[src/rtl/serial_adder_ctrl.sv]
// Bit-serial WIDTH-bit adder: one shared NAND full adder, one bit per clock, LSB first.
// Optional macro SERIAL_ADDER_SUB_EN adds the `sub` port (A - B computed as A + ~B + 1).

module full_adder_nand (
    input  logic x,
    input  logic y,
    input  logic cin,
    output logic s,
    output logic cout
);
    logic n1, n2, n3, hx, n4, n5, n6;

    // Classic nine-gate NAND full adder; n1 and n4 double as the carry terms.
    assign n1   = ~(x & y);
    assign n2   = ~(x & n1);
    assign n3   = ~(y & n1);
    assign hx   = ~(n2 & n3);
    assign n4   = ~(hx & cin);
    assign n5   = ~(hx & n4);
    assign n6   = ~(cin & n4);
    assign s    = ~(n5 & n6);
    assign cout = ~(n4 & n1);
endmodule

module serial_adder_ctrl #(
    parameter int WIDTH = 8
) (
    input  logic             clk,
    input  logic             rst,
    input  logic             start,
    input  logic [WIDTH-1:0] a,
    input  logic [WIDTH-1:0] b,
`ifdef SERIAL_ADDER_SUB_EN
    input  logic             sub,
`endif
    output logic             ready,
    output logic             busy,
    output logic             done,
    output logic [WIDTH-1:0] sum,
    output logic             cout,
    output logic             ovf
);
    localparam int CW = (WIDTH > 2) ? $clog2(WIDTH) : 1;
    localparam logic [CW-1:0] LAST = CW'(WIDTH - 1);

    typedef enum logic [1:0] {
        IDLE = 2'd0,
        RUN  = 2'd1,
        DONE = 2'd2
    } state_t;

    state_t           state;
    logic [WIDTH-1:0] a_sh;
    logic [WIDTH-1:0] b_sh;
    logic [WIDTH-2:0] psum;
    logic             carry;
    logic [CW-1:0]    cnt;
    logic             fa_b;
    logic             fa_s;
    logic             fa_co;
    logic [WIDTH-1:0] psum_nx;

`ifdef SERIAL_ADDER_SUB_EN
    logic sub_q;
    assign fa_b = b_sh[0] ^ sub_q;
`else
    assign fa_b = b_sh[0];
`endif

    full_adder_nand u_fa (
        .x    (a_sh[0]),
        .y    (fa_b),
        .cin  (carry),
        .s    (fa_s),
        .cout (fa_co)
    );

    // Only WIDTH-1 partial bits are stored; the last S completes the word directly.
    assign psum_nx = {fa_s, psum};

    assign ready = (state == IDLE);
    assign busy  = (state == RUN);
    assign done  = (state == DONE);

    always_ff @(posedge clk) begin
        if (rst) begin
            state <= IDLE;
            a_sh  <= '0;
            b_sh  <= '0;
            psum  <= '0;
            carry <= 1'b0;
            cnt   <= '0;
            sum   <= '0;
            cout  <= 1'b0;
            ovf   <= 1'b0;
`ifdef SERIAL_ADDER_SUB_EN
            sub_q <= 1'b0;
`endif
        end else begin
            case (state)
                IDLE: begin
                    if (start) begin
                        a_sh  <= a;
                        b_sh  <= b;
                        cnt   <= '0;
`ifdef SERIAL_ADDER_SUB_EN
                        sub_q <= sub;
                        carry <= sub;
`else
                        carry <= 1'b0;
`endif
                        state <= RUN;
                    end
                end
                RUN: begin
                    a_sh  <= {1'b0, a_sh[WIDTH-1:1]};
                    b_sh  <= {1'b0, b_sh[WIDTH-1:1]};
                    psum  <= psum_nx[WIDTH-1:1];
                    carry <= fa_co;
                    cnt   <= cnt + 1'b1;
                    if (cnt == LAST) begin
                        // carry still holds the carry into the MSB on this edge
                        sum   <= psum_nx;
                        cout  <= fa_co;
                        ovf   <= carry ^ fa_co;
                        state <= DONE;
                    end
                end
                DONE: begin
                    state <= IDLE;
                end
                default: begin
                    state <= IDLE;
                end
            endcase
        end
    end
endmodule

[config.mk]
export PLATFORM = sky130hd
export DESIGN_NAME = serial_adder_ctrl
export DESIGN_NICKNAME = d
export VERILOG_FILES = /design/src/rtl/serial_adder_ctrl.sv
export SDC_FILE = /design/constraint.sdc
export NUM_CORES = 1
export LEC_CHECK = 0
export BUFFER_PORTS_ARGS = -buffer_cell sky130_fd_sc_hd__buf_2
export CORE_ASPECT_RATIO = 0.7
export CORE_MARGIN = 4
export CORE_UTILIZATION = 31
export DETAILED_ROUTE_END_ITERATION = 10
export PLACE_DENSITY = 0.63
export SYNTH_ARGS = -nofsm -noshare
export SYNTH_HDL_FRONTEND = slang
export SYNTH_SLANG_ARGS = --single-unit
[constraint.sdc]
create_clock -name clk -period 1.4 [get_ports clk]
set_input_delay 0.07 -clock clk [delete_from_list [all_inputs] [get_ports clk]]
set_output_delay 0.07 -clock clk [all_outputs]
set_load 0.005 [all_outputs]
======== Word-level counts from Yosys, hierarchy flattened ========
Cells that the tools add are included.
cells by class
  eq/ne operators ......................... 5
  bitwise logic cells ..................... 19
  reduce and logical (&&, ||, !) cells .... 5
  $add $sub $neg .......................... 1
  muxes and demuxes ....................... 11
operators by type and width
  kind                                                    number
  case mux 8 bit (2 select lines)                         2
  two-way mux 8 bit                                       2
  AND 1 bit                                               9
  NOT 1 bit                                               9
  case mux 3 bit (2 select lines)                         1
  AND reduction 2 bit                                     3
  two-way mux 2 bit                                       2
  case mux 2 bit (2 select lines)                         1
  adder 3 x 1 -> 3 bit (second input constant)            1
  == test 3 bit (second input constant)                   1
  two-way mux 3 bit                                       1
  == test 2 x 1 -> 1 bit (second input constant)          1
  == test 2 bit (second input constant)                   1
  logical NOT 2 bit                                       1
  inequality test 2 x 1 -> 1 bit (second input constant)  1
  inequality test 2 bit (second input constant)           1
  case mux 1 bit (2 select lines)                         1
  nonzero test 2 bit                                      1
  two-way mux 1 bit                                       1
  XOR 1 bit                                               1
storage, ports and cells
  word-level logic and storage cells ...... 50
  register bits after elaboration ......... 39
  input bits .............................. 19
  output and inout port bits .............. 13

======== Logic depth before layout (Yosys ltp) ========
Gate-level depths: netlist of the first run.
  word-level depth ........................ 12
  depth in mapped cells ................... 7
  depth with buffers taken out ............ 5

======== Cells and area by module ========
From an unflattened synthesis of the first run, not the netlist that was laid out.
second synthesis, totals
  cells, all modules ...................... 172
  area total of the unflattened synthesis .. 1570.3 um^2
by module, submodules not included
  module             area an instance (um^2)  instances  cells an instance
  serial_adder_ctrl  1550.2                   1          171
  full_adder_nand    20.0                     1          1

======== Worst setup path before layout of the first run ========
Ideal clock, no wire load.
  path kind ............................... register -> register
  start point ............................. reg cnt[0]
  end point ............................... reg cout
  setup slack ............................. 79 ps
  clock period less this slack ............ 1321 ps
  buffers on the path ..................... 1
  setup time .............................. 86 ps
  arrival time ............................ 1235 ps
  data required time ...................... 1314 ps
  stages on the path, launching flop included .. 6
  cells stage by stage .................... dfxtp_1 ha_1 ha_1 and3b_1 buf_2 a211oi_1
between the ends
  word-level cells in the longest chain between the ends .. 2
RTL lines
  element                               line  RTL
  from (decl)                           57    logic [CW-1:0] cnt;
  from (signal assigned)                120   cnt <= cnt + 1'b1;
  == test 3 bit                         121   if (cnt == LAST) begin
  AND reduction 2 bit (no source line)  n/a
  to (signal assigned)                  124   cout <= fa_co;
  to (decl)                             40    output logic cout,
No other way between the ends.
A chain may end at the register's enable or synchronous reset.

======== Final worst setup path of the first run ========
  start point ............................. reg carry
  end point ............................... reg ovf
between the ends
  word-level cells in the longest chain between the ends .. 5
RTL lines
  element                 line  RTL
  from (decl)             56    logic carry;
  from (signal assigned)  119   carry <= fa_co;
  AND 1 bit               18    assign n4 = ~(hx & cin);
  NOT 1 bit               18
  AND 1 bit               22    assign cout = ~(n4 & n1);
  NOT 1 bit               22
  XOR 1 bit (*)           125   ovf <= carry ^ fa_co;
  to (signal assigned)    125
  to (decl)               41    output logic ovf
Every way passes the cells marked *; elsewhere a longest branch is shown, timed or not.

==> results.md, run 1 <==
* Crit share post-route at 92.5%
* Vias in the first global route at 1207
* Yosys warns at 0
* Pwr dens at 1170 mW/mm²
* Max_cap viols at 0
* Crit path DAT at 1.53 ns
* Hold buffers post-CTS at 0
* Max Root-Sink Buffers at 2
* Area growth, synth to finish at 29.2%
* DP HPWL at 2260 µm
* Skew final at 0.00858 ns
* Worst Setup Start Kind: flop
* Slew HR at 60.6%
* Die area at 0.00632 mm²
* Syn_area_per_cell at 9.13 µm²
* Worst-Skew Late Latency at 0.30 ns
* Initial core utilization at 32.5%
* Core area at 0.00486 mm²
* CTS tree: yes
* Share of cells above drive strength 1 at 36.7%
* Grt ovf at 0
* Top Ports at 32
* IO buf count at 31
* Cell Rows at 21
* Leak Pwr at 0.817 nW
* Run status: finished, final reports clean
* Worst slew pin tran at 0.591 ns
* Root Buffer: clkbuf_8
* Finish-stage setup viols at 0
* Hold WC Path Type: input port to flop
* Vias at 1291
* Final WS setup at 0.104 ns
* Drt drc at 0
* Sum of negative setup slack at 0 ns
* DRT antenna net count at 0
* Hold Worst Slack at 0.0299 ns
* Flops & latches, synth at 39
* RSZ-0062 raised after global routing: no
* Die height at 67.7 µm
* Max-slew violations at 0
* Reg clk slew, reported paths at 0.08 ns
* Synth Net Count at 195
* Worst endpoint required time at 1.64 ns
* Total wire length at 3490 µm
* Peak Freq at 772 MHz
* Synthesized instance count at 173
* Critical path class: flop to flop
* DR pass1 iterations at 4
* Hold depth at 2
* Initial antenna violation count at 0
* Endpoint type of the worst setup path: flop
* Worst ir drop on vdd at 0.394 mV
* Crit-path max FO at 3
* Setup slack at placement at -0.0835 ns
* Register area share after synthesis at 49.4%
* Largest net degree at the start of global routing at 27
* Synth Cell Area at 0.00158 mm²
* ANT cells at 0
* Per-cell routed wire length at 12.3 µm
* Placer Congestion at 0.746
* Max H-tree Level at 2
* Layout Utilization at 42.0%
* Crit path time final at 1.30 ns
* CTS buffer count at 5
* Clk sinks at 39
* Fin cells at 284
* Final Hold Viols at 0
* Worst R2R Path Depth at 5
* Placed cells at 272
* All-layer global routing usage at 11.7%
* DR vias/cell at 4.55
* Final nets at 236
* Die width at 93.3 µm
* DR iter-0 viols at 49
* First-pass GRT wire length at 5620 µm
* Library cells used by synthesis at 28
## registers in the layout, indices dropped and copies added, names as in the netlist
name / count
sum: 8
psum: 7
a_sh: 8
b_sh: 8
cnt: 3
cout: 1
carry: 1
ovf: 1
state: 2
## worst paths after layout
check                         end                 from  slack, ns
max              ovf$_SDFFE_PP0P_   carry$_SDFFE_PP0P_       0.10
min          a_sh[5]$_SDFFE_PP0P_                 a[5]       0.03
max reg2reg      ovf$_SDFFE_PP0P_   carry$_SDFFE_PP0P_       0.10
min reg2reg   sum[1]$_SDFFE_PP0P_  sum[1]$_SDFFE_PP0P_       0.45
## metal layers
metal | GRT usage, % | part of all wire [%] | vias to the layer above
li1 | - | - | 675
met1 | 16.6 | 55 | 579
met2 | 15.6 | 37 | 29
met3 | 3.90 | 5.6 | 8
met4 | 6.03 | 2.1 | 0
met5 | 0 | 0 | -
## synth_stat cells (all sizes together)
| library cell | count | area (µm²) |
|---|---|---|
| dfxtp | 39 | 781 |
| nand2 | 29 | 109 |
| a21oi | 28 | 170 |
| inv | 19 | 73.8 |
| o221a | 14 | 158 |
| nor2 | 13 | 51.3 |
| buf | 7 | 43.8 |
| clkbuf | 4 | 15.0 |
| a211oi | 3 | 22.5 |
| a22oi | 2 | 15.0 |
| a32oi | 2 | 17.5 |
| ha | 2 | 25.0 |
| mux2i | 2 | 20.0 |
| a2bb2oi | 1 | 8.76 |
| and3b | 1 | 8.76 |
| fa | 1 | 20.0 |
| nand2b | 1 | 6.26 |
| nand3b | 1 | 7.51 |
| nor2b | 1 | 6.26 |
| nor3 | 1 | 5.00 |
| o21bai | 1 | 7.51 |
| xnor2 | 1 | 8.76 |
## area by class of cell
| class | instances | area (µm²) |
|---|---|---|
| inverters | 19 | 76.3 |
| clock buffers | 5 | 68.8 |
| repair buffers | 43 | 270 |
| clock inverters | 3 | 43.8 |
| multi-input cells | 105 | 709 |
| repair inverters | 1 | 5.00 |
| fillers | 489 | 2820 |
| well taps | 69 | 86.3 |
| flip-flops and latches | 39 | 782 |
## layout by cell type (no fill, tap or decap), types with 5 or more instances in the layout
cell type	n
o221a_2	9
buf_4	10
a21oi_2	8
inv_1	18
o221a_1	5
buf_2	31
dfxtp_1	38
clkbuf_8	5
nand2_1	29
nor2_1	11
a21oi_1	20
## logic make-up (layout without fill, tap and decap cells)
family	after synthesis	in the layout	share of synthesized area, %
muxes	2	2	1.27
DFF	39	39	49.4
xor gates and xnor gates	1	1	0.554
adders and majority gates	3	3	2.85
buffers and inverters	30	71	8.39
AOI/OAI and AO/OA	51	51	25.3
and+or+nand+nor	47	48	12.3
## critical path, cell delays in order, from the launching register on
cell     delay (ns)
dfxtp_1        0.38
inv_1          0.08
fa_2           0.42
xnor2_1        0.14
nand2_1        0.07
a21oi_1        0.14
## what timing repair did
| item | 4_1_cts | 5_1_grt |
|---|---|---|
| buffers inserted | 0 | 2 |
| endpoints found under the setup margin | 25 | 16 |
| resized for setup | 3 | 9 |
| cloned | 0 | 2 |
| pin swaps | 0 | 1 |
## report_power, final
group	internal, mW	leakage, nW	switching, mW
clock network	0.530	0.0581	0.408
logic	0.128	0.439	0.138
registers	1.16	0.319	0.0261
## stage by stage
stage / power, mW / area (µm²)
after global placement: 1.45 / 1850
after global routing: 2.51 / 2040
after detailed placement: 1.45 / 1850
after floorplan: 1.37 / 1580
final: 2.39 / 2040
after CTS: 2.40 / 1970
No activity file was read; power rests on OpenSTA's default activity.
==> inputs of run 2 (changes only) <==
- CELL_PAD_IN_SITES_DETAIL_PLACEMENT: not set -> 1
- CELL_PAD_IN_SITES_GLOBAL_PLACEMENT: not set -> 2
- CORE_UTILIZATION: 31 -> 29
- PLACE_DENSITY: 0.63 -> 0.85
==> run 2 against run 1 <==
Against the previous run: flip-flop and latch count unchanged; fmax fell by 2.1%; wire length rose by 5.8%; via count up 1.8%; total power rose by 7.1%; sequential power about the same; setup slack got worse by 0.027 ns; clock power increased by 18%; largest power group unchanged; highest routed layer unchanged.
==> results.md, run 2 (synthesized netlist as in run 1, its figures left out) <==
* Placer Congestion at 0.675 (-9.6%)
* DP HPWL at 2520 µm (+11%)
* Area growth, synth to finish at 29.7%
* Worst reg2reg setup slack at 0.08 ns (-0.03 ns)
* Most frequent cells in the layout: 37 x dfxtp_1, 31 x buf_2, 29 x nand2_1, 20 x a21oi_1, 18 x inv_1
* Max H-tree Level at 2 (unchanged)
* ANT cells at 0 (unchanged)
* Peak Freq at 756 MHz (-2.1%)
* Critical Path Source: cnt[1]$_SDFFE_PP0P_
* Top Ports at 32 (unchanged)
* Max-slew violations at 0 (unchanged)
* Leading cell type in the layout, fill and taps excluded: dfxtp_1
* Endpoint type of the worst setup path: flop
* Worst ir drop on vdd at 0.379 mV (-4.0%)
* NetSw at 559 µW (-2.2%)
* Initial core utilization at 30.1% (-2.5 points)
* Seq pwr share at 46.3% (-3.3 points)
* Hold WC Path Type: input port to flop
* Leak Pwr at 0.821 nW (+0.45%)
* Final WS setup at 0.0769 ns (-0.0275 ns)
* DR iter-0 viols at 49 (unchanged)
* Reg clk slew, reported paths at 0.08 ns (about the same)
* Hold Worst Slack at 0.0304 ns (+0.000488 ns)
* Switching Share at 21.9% (-2.1 points)
* Vias at 1314 (+1.8%)
* DRT antenna net count at 0 (unchanged)
* RSZ-0062 raised after global routing: no
* Critical register-to-register path startpoint: cnt[1]$_SDFFE_PP0P_
* Largest net degree at the start of global routing at 40 (+48%)
* Max_cap viols at 0 (unchanged)
* First-pass GRT wire length at 5930 µm (+5.4%)
* Total power at 2.56 mW (+7.1%)
* Skew final at 0.00716 ns (-0.00142 ns)
* Final nets at 235 (-0.42%)
* Drt drc at 0 (unchanged)
* Grt ovf at 0 (unchanged)
* Worst Setup Start Kind: flop
* Clk sinks at 39 (unchanged)
* Max Root-Sink Buffers at 2 (unchanged)
* Die height at 69.8 µm (+3.0%)
* Setup Buffers After CTS at 0 (unchanged)
* Slew HR at 59.5% (-1.1 points)
* Crit share post-route at 94.5% (+2.0 points)
* Die area at 0.00671 mm² (+6.2%)
* Final Hold Viols at 0 (unchanged)
* Pwr dens at 1250 mW/mm² (+6.7%)
* Internal power at 2.00 mW (+10%)
* Critical path class: flop to flop
* All-layer global routing usage at 11.5% (-0.24 points)
* Setup slack at placement at -0.149 ns (-0.0652 ns)
* Worst hold start: a[1]
* Crit-path max FO at 6 (+3)
* Crit path time final at 1.32 ns (+0.0275 ns)
* Worst-Skew Late Latency at 0.30 ns (about the same)
* DR vias/cell at 4.59 (+1.1%)
* IO buf count at 31 (unchanged)
* Worst slew pin tran at 0.607 ns (+0.0161 ns)
* CTS tree: yes
* Logic pwr share at 10.2% (-0.9 points)
* Finish-stage setup viols at 0 (unchanged)
* Vias in the first global route at 1252 (+3.7%)
* Share of cells above drive strength 1 at 35.0% (-1.7 points)
* Crit path DAT at 1.54 ns (about the same)
* DR pass1 iterations at 4 (unchanged)
* Layout Utilization at 39.0% (-3.0 points)
* Cell Rows at 22 (+4.8%)
* Biggest regs: a_sh: 8 flops, b_sh: 8 flops, sum: 8 flops
* Core area at 0.00526 mm² (+8.2%)
* Worst endpoint required time at 1.61 ns (-0.03 ns)
* Per-cell routed wire length at 12.9 µm (+5.1%)
* Run status: finished, final reports clean
* Root Buffer: clkbuf_8
* Clk network pwr share at 43.5% (+4.2 points)
* Number of fill cells at 634 (+30%)
* Die width at 96.2 µm (+3.1%)
* CTS buffer count at 5 (unchanged)
* Total wire length at 3690 µm (+5.8%)
* Initial antenna violation count at 0 (unchanged)
## run 2: layout make-up
class / count / area, µm² / share of cell area [%]
clock inverters: 2 / 60.1 / 2.93
clock buffers: 6 / 72.6 / 3.54
multi-input cells: 105 / 699 / 34.1
inverters: 19 / 73.8 / 3.60
well taps: 72 / 90.1 / 4.40
repair buffers: 43 / 270 / 13.2
flip-flops and latches: 39 / 783 / 38.2
## run 2: path summary, 6_finish.rpt
check	end	depth (start not counted)
setup / recovery	sum[7]$_SDFFE_PP0P_	5
hold / removal	a_sh[1]$_SDFFE_PP0P_	2
setup reg to reg	sum[7]$_SDFFE_PP0P_	5
hold reg to reg	sum[0]$_SDFFE_PP0P_	2
## run 2: through the flow
step                      setup TNS, ns  area, µm²  cells
after floorplan                       0       1580    173
after global placement            -1.31       1880    277
after detailed placement          -2.31       1880    277
after CTS                             0       2020    285
after global routing                  0       2050    286
final                                 0       2050    286
## run 2: routing by layer
layer	global-route usage, %	share of wire, %	vias to the layer above	wire (µm)
met3	3.69	4.3	7	159
li1	-	-	670	-
met5	0	0	-	0
met4	5.68	2.0	0	74
met1	15.2	51	614	1900
met2	16.5	42	23	1560
## run 2: power by group through the flow
stage          registers, mW  logic [mW]  clock network, mW
6_report                1.18       0.261               1.11
4_1_cts                 1.19       0.261               1.15
3_3_place_gp            1.21       0.254                  0
5_1_grt                 1.19       0.290               1.20
2_1_floorplan           1.20       0.168                  0
3_5_place_dp            1.21       0.260                  0
## run 2: what timing repair did
item                       CTS  global route
hold endpoints to repair     0             0
hold buffers                 0             0
gates resized for setup      3             4
pin swaps                    0             1
gates cloned                 0             1
setup endpoints to repair   25             7
## run 2: critical path, stage by stage, from the launching register on
cell	delay, ns
dfxtp_1	0.34
ha_1	0.19
ha_4	0.17
and3b_2	0.28
nor2_1	0.06
a211oi_1	0.20
==> inputs of run 3 (changes only) <==
- SYNTH_HIERARCHICAL: not set -> 1
==> run 3 against run 2 <==
Against the previous run: clock skew decreased by 0.0011 ns; die area is 0.57% lower; synthesized area decreased by 0.63%; total power shrank 5.5%; global-route usage up 0.32 points; clock power down 12%; combinational power down 2%; non-clock buffer count up 1; cell area fell by 1.2%; via count rose by 2.4%; setup slack got worse by 0.00055 ns; largest power group unchanged.
==> results.md, run 3 <==
* Hold Path Sink: a_sh[3]$_SDFFE_PP0P_
* Yosys warns at 6 (+6)
* All-layer global routing usage at 11.8% (+0.32 points)
* First-pass GRT wire length at 6100 µm (+2.9%)
* Finish-stage setup viols at 0 (unchanged)
* Most frequent cells in the layout: 38 x dfxtp_1, 33 x nand2_1, 31 x buf_2, 21 x a21oi_1, 15 x inv_1
* Final WS setup at 0.0764 ns (-0.000547 ns)
* Die height at 69.6 µm (-0.28%)
* DR iter-0 viols at 47 (-4.1%)
* Worst R2R Path Depth at 5 (unchanged)
* Per-cell routed wire length at 13.6 µm (+5.2%)
* Area contributors post-synth: dfxtp_1 50%, nand2_1 7.9%, a21oi_1 7.0%, o221a_2 6.5%, a21oi_2 4.5%
* Largest net degree at the start of global routing at 40 (unchanged)
* Main combinational cell family by area after synthesis: compound AO/OA/AOI/OAI gates
* ANT cells at 0 (unchanged)
* Post-synth EDFFs at 0 (unchanged)
* Post-synth top area share at 49.7% (+0.31 points)
* CTS tree: yes
* Synthesized instance count at 172 (-0.58%)
* IO buf count at 31 (unchanged)
* CTS buffer count at 5 (unchanged)
* Skew final at 0.00606 ns (-0.00110 ns)
* Flops & latches, synth at 39 (unchanged)
* Total wire length at 3890 µm (+5.2%)
* Share of cells above drive strength 1 at 35.5% (+0.47 points)
* Worst endpoint required time at 1.61 ns (about the same)
* Hold WC Path Type: input port to flop
* Slew HR at 59.6% (+0.061 points)
* Endpoint type of the worst setup path: flop
* CP max-delay cell: dfxtp_1
* Syn_area_per_cell at 9.13 µm² (about the same)
* Drt drc at 0 (unchanged)
* Reg2reg end: ovf$_SDFFE_PP0P_
* Grt ovf at 0 (unchanged)
* Worst slew pin tran at 0.606 ns (-0.000907 ns)
* Worst reg2reg setup slack at 0.08 ns (about the same)
* Worst Setup Start Kind: flop
* Crit share post-route at 94.5% (about the same)
* Vias at 1345 (+2.4%)
* Sum of negative setup slack at 0 ns (unchanged)
* Simple-Gate Fraction of Synth Area at 12.8% (+0.56 points)
* Layout Utilization at 38.7% (-0.27 points)
* Area growth, synth to finish at 28.9%
* Peak Freq at 755 MHz (about the same)
* Die area at 0.00667 mm² (-0.57%)
* Register area share after synthesis at 49.7% (+0.31 points)
* Initial core utilization at 30.0% (-0.033 points)
* Critical path class: flop to flop
* Synth Net Count at 194 (-0.51%)
* Adder-cell share of the synthesized area at 2.87% (+0.018 points)
* Biggest regs: a_sh: 8 flops, b_sh: 8 flops, sum: 8 flops
* Reg clk slew, reported paths at 0.08 ns (about the same)
* Worst ir drop on vdd at 0.448 mV (+18%)
* Crit path time final at 1.32 ns (+0.000547 ns)
* Top Ports at 32 (unchanged)
* Clk sinks at 39 (unchanged)
* Final nets at 235 (unchanged)
* Hold buffers post-CTS at 0 (unchanged)
* Core area at 0.00523 mm² (-0.52%)
* Top cells by count, synth: 39 x dfxtp_1, 33 x nand2_1, 22 x a21oi_1, 15 x inv_1, 10 x nor2_1
* DP HPWL at 2570 µm (+2.1%)
* Top_reg_cell synth: dfxtp_1
* Final Hold Viols at 0 (unchanged)
* Die width at 96.0 µm (-0.29%)
* DR pass1 iterations at 4 (unchanged)
* Max-slew violations at 0 (unchanged)
* Max_cap viols at 0 (unchanged)
* Max Root-Sink Buffers at 2 (unchanged)
* Leak Pwr at 0.822 nW (+0.19%)
* Synth Area in XOR/XNOR at 0.558% (+0.0035 points)
* Root Buffer: clkbuf_8
* Most frequent cell after synthesis: dfxtp_1
* Fraction of registers with async set/reset at 0% (unchanged)
* Run status: finished, final reports clean
* Vias in the first global route at 1285 (+2.6%)
* Max stage delay on crit path at 0.34 ns (about the same)
* Placer Congestion at 0.666 (-1.3%)
* DR vias/cell at 4.70 (+2.4%)
* Max H-tree Level at 2 (unchanged)
* Library cells used by synthesis at 27 (-3.6%)
* Worst hold start: a[3]
* Critical register-to-register path startpoint: cnt[0]$_SDFFE_PP0P_
* Synth Cell Area at 0.00157 mm² (-0.63%)
* Initial antenna violation count at 0 (unchanged)
* Crit path cell chain: ha_1, ha_2, and3b_2, nor2_1, a211oi_1
* Multiplexer share of the synthesized area at 1.27% (+0.0081 points)
* Crit path DAT at 1.54 ns (about the same)
* Pwr dens at 1190 mW/mm² (-4.3%)
* Total power at 2.42 mW (-5.5%)
* Worst-Skew Late Latency at 0.29 ns (about the same)
* Crit-path max FO at 6 (unchanged)
* Largest area contributor in the netlist: dfxtp_1
* Leading cell type in the layout, fill and taps excluded: dfxtp_1
* Synth Area in Compound Gates at 25.0% (-0.24 points)
* Hold Worst Slack at 0.0369 ns (+0.00651 ns)
* Hold depth at 2 (unchanged)
* DRT antenna net count at 0 (unchanged)
* Cell Rows at 22 (unchanged)
* Setup slack at placement at -0.163 ns (-0.0145 ns)
[run 3: repair_timing]
action                                  in CTS  in global routing
resized for setup                            2                  5
setup buffers                                2                  0
pin swaps                                    0                  1
endpoints found under the setup margin      25                 10
gates cloned                                 0                  1
[run 3: cell type report]
cell class,count,area (µm²)
Tap cell,72,90.1
Multi-Input combinational cell,107,687
Sequential cell,39,782
Clock buffer,6,82.6
Inverter,16,62.6
Clock inverter,2,35.0
Fill cell,628,3210
Timing Repair Buffer,44,285
[run 3: how the worst max path moves through the flow]
| stage | start | end | slack, ns |
|---|---|---|---|
| 2_1_floorplan | cnt[0]$_SDFFE_PP0P_ | ovf$_SDFFE_PP0P_ | 0.12 |
| 6_report | cnt[0]$_SDFFE_PP0P_ | ovf$_SDFFE_PP0P_ | 0.08 |
| 5_1_grt | cnt[1]$_SDFFE_PP0P_ | sum[4]$_SDFFE_PP0P_ | -0.002 |
| 3_3_place_gp | state[1]$_SDFFE_PP0P_ | b_sh[2]$_SDFFE_PP0P_ | -0.10 |
| 3_5_place_dp | state[0]$_SDFFE_PP0P_ | b_sh[1]$_SDFFE_PP0P_ | -0.16 |
| 4_1_cts | cnt[0]$_SDFFE_PP0P_ | ovf$_SDFFE_PP0P_ | 0.04 |
[run 3: report_power, final]
part / switching (mW) / leakage (nW) / total [mW] / internal, mW
Sequential: 0.0290 / 0.319 / 1.19 / 1.16
Combinational: 0.131 / 0.442 / 0.257 / 0.126
Clock: 0.399 / 0.0612 / 0.975 / 0.577
Total: 0.559 / 0.822 / 2.42 / 1.86
[run 3: metal layers]
| metal | up-vias | track usage [%] | share of wire, % |
|---|---|---|---|
| li1 | 676 | - | - |
| met1 | 637 | 16.1 | 50 |
| met2 | 26 | 16.6 | 43 |
| met3 | 6 | 4.45 | 5.1 |
| met4 | 0 | 4.73 | 1.6 |
| met5 | - | 0 | 0 |
[run 3: cell families (layout without fill, tap and decap cells)]
kind of cell | count (synthesis) | count (layout)
xor+xnor | 1 | 1
compound gates | 51 | 51
flops | 39 | 39
mux | 2 | 2
simple gates | 49 | 50
buf+inv | 27 | 68
fa+ha+maj | 3 | 3
[run 3: critical path, delay by kind of cell (launching register included)]
kind / cells / cell delay [ns]
flip-flops: 1 / 0.34
AO/OA/AOI/OAI: 1 / 0.19
AND/OR/NAND/NOR: 2 / 0.34
adder cells (fa/ha/maj): 2 / 0.38
[run 3: per-stage QoR]
stage | area (µm²) | std cells
2_1_floorplan | 1570 | 172
3_3_place_gp | 1860 | 275
3_5_place_dp | 1860 | 275
4_1_cts | 2000 | 285
5_1_grt | 2020 | 286
6_report | 2020 | 286
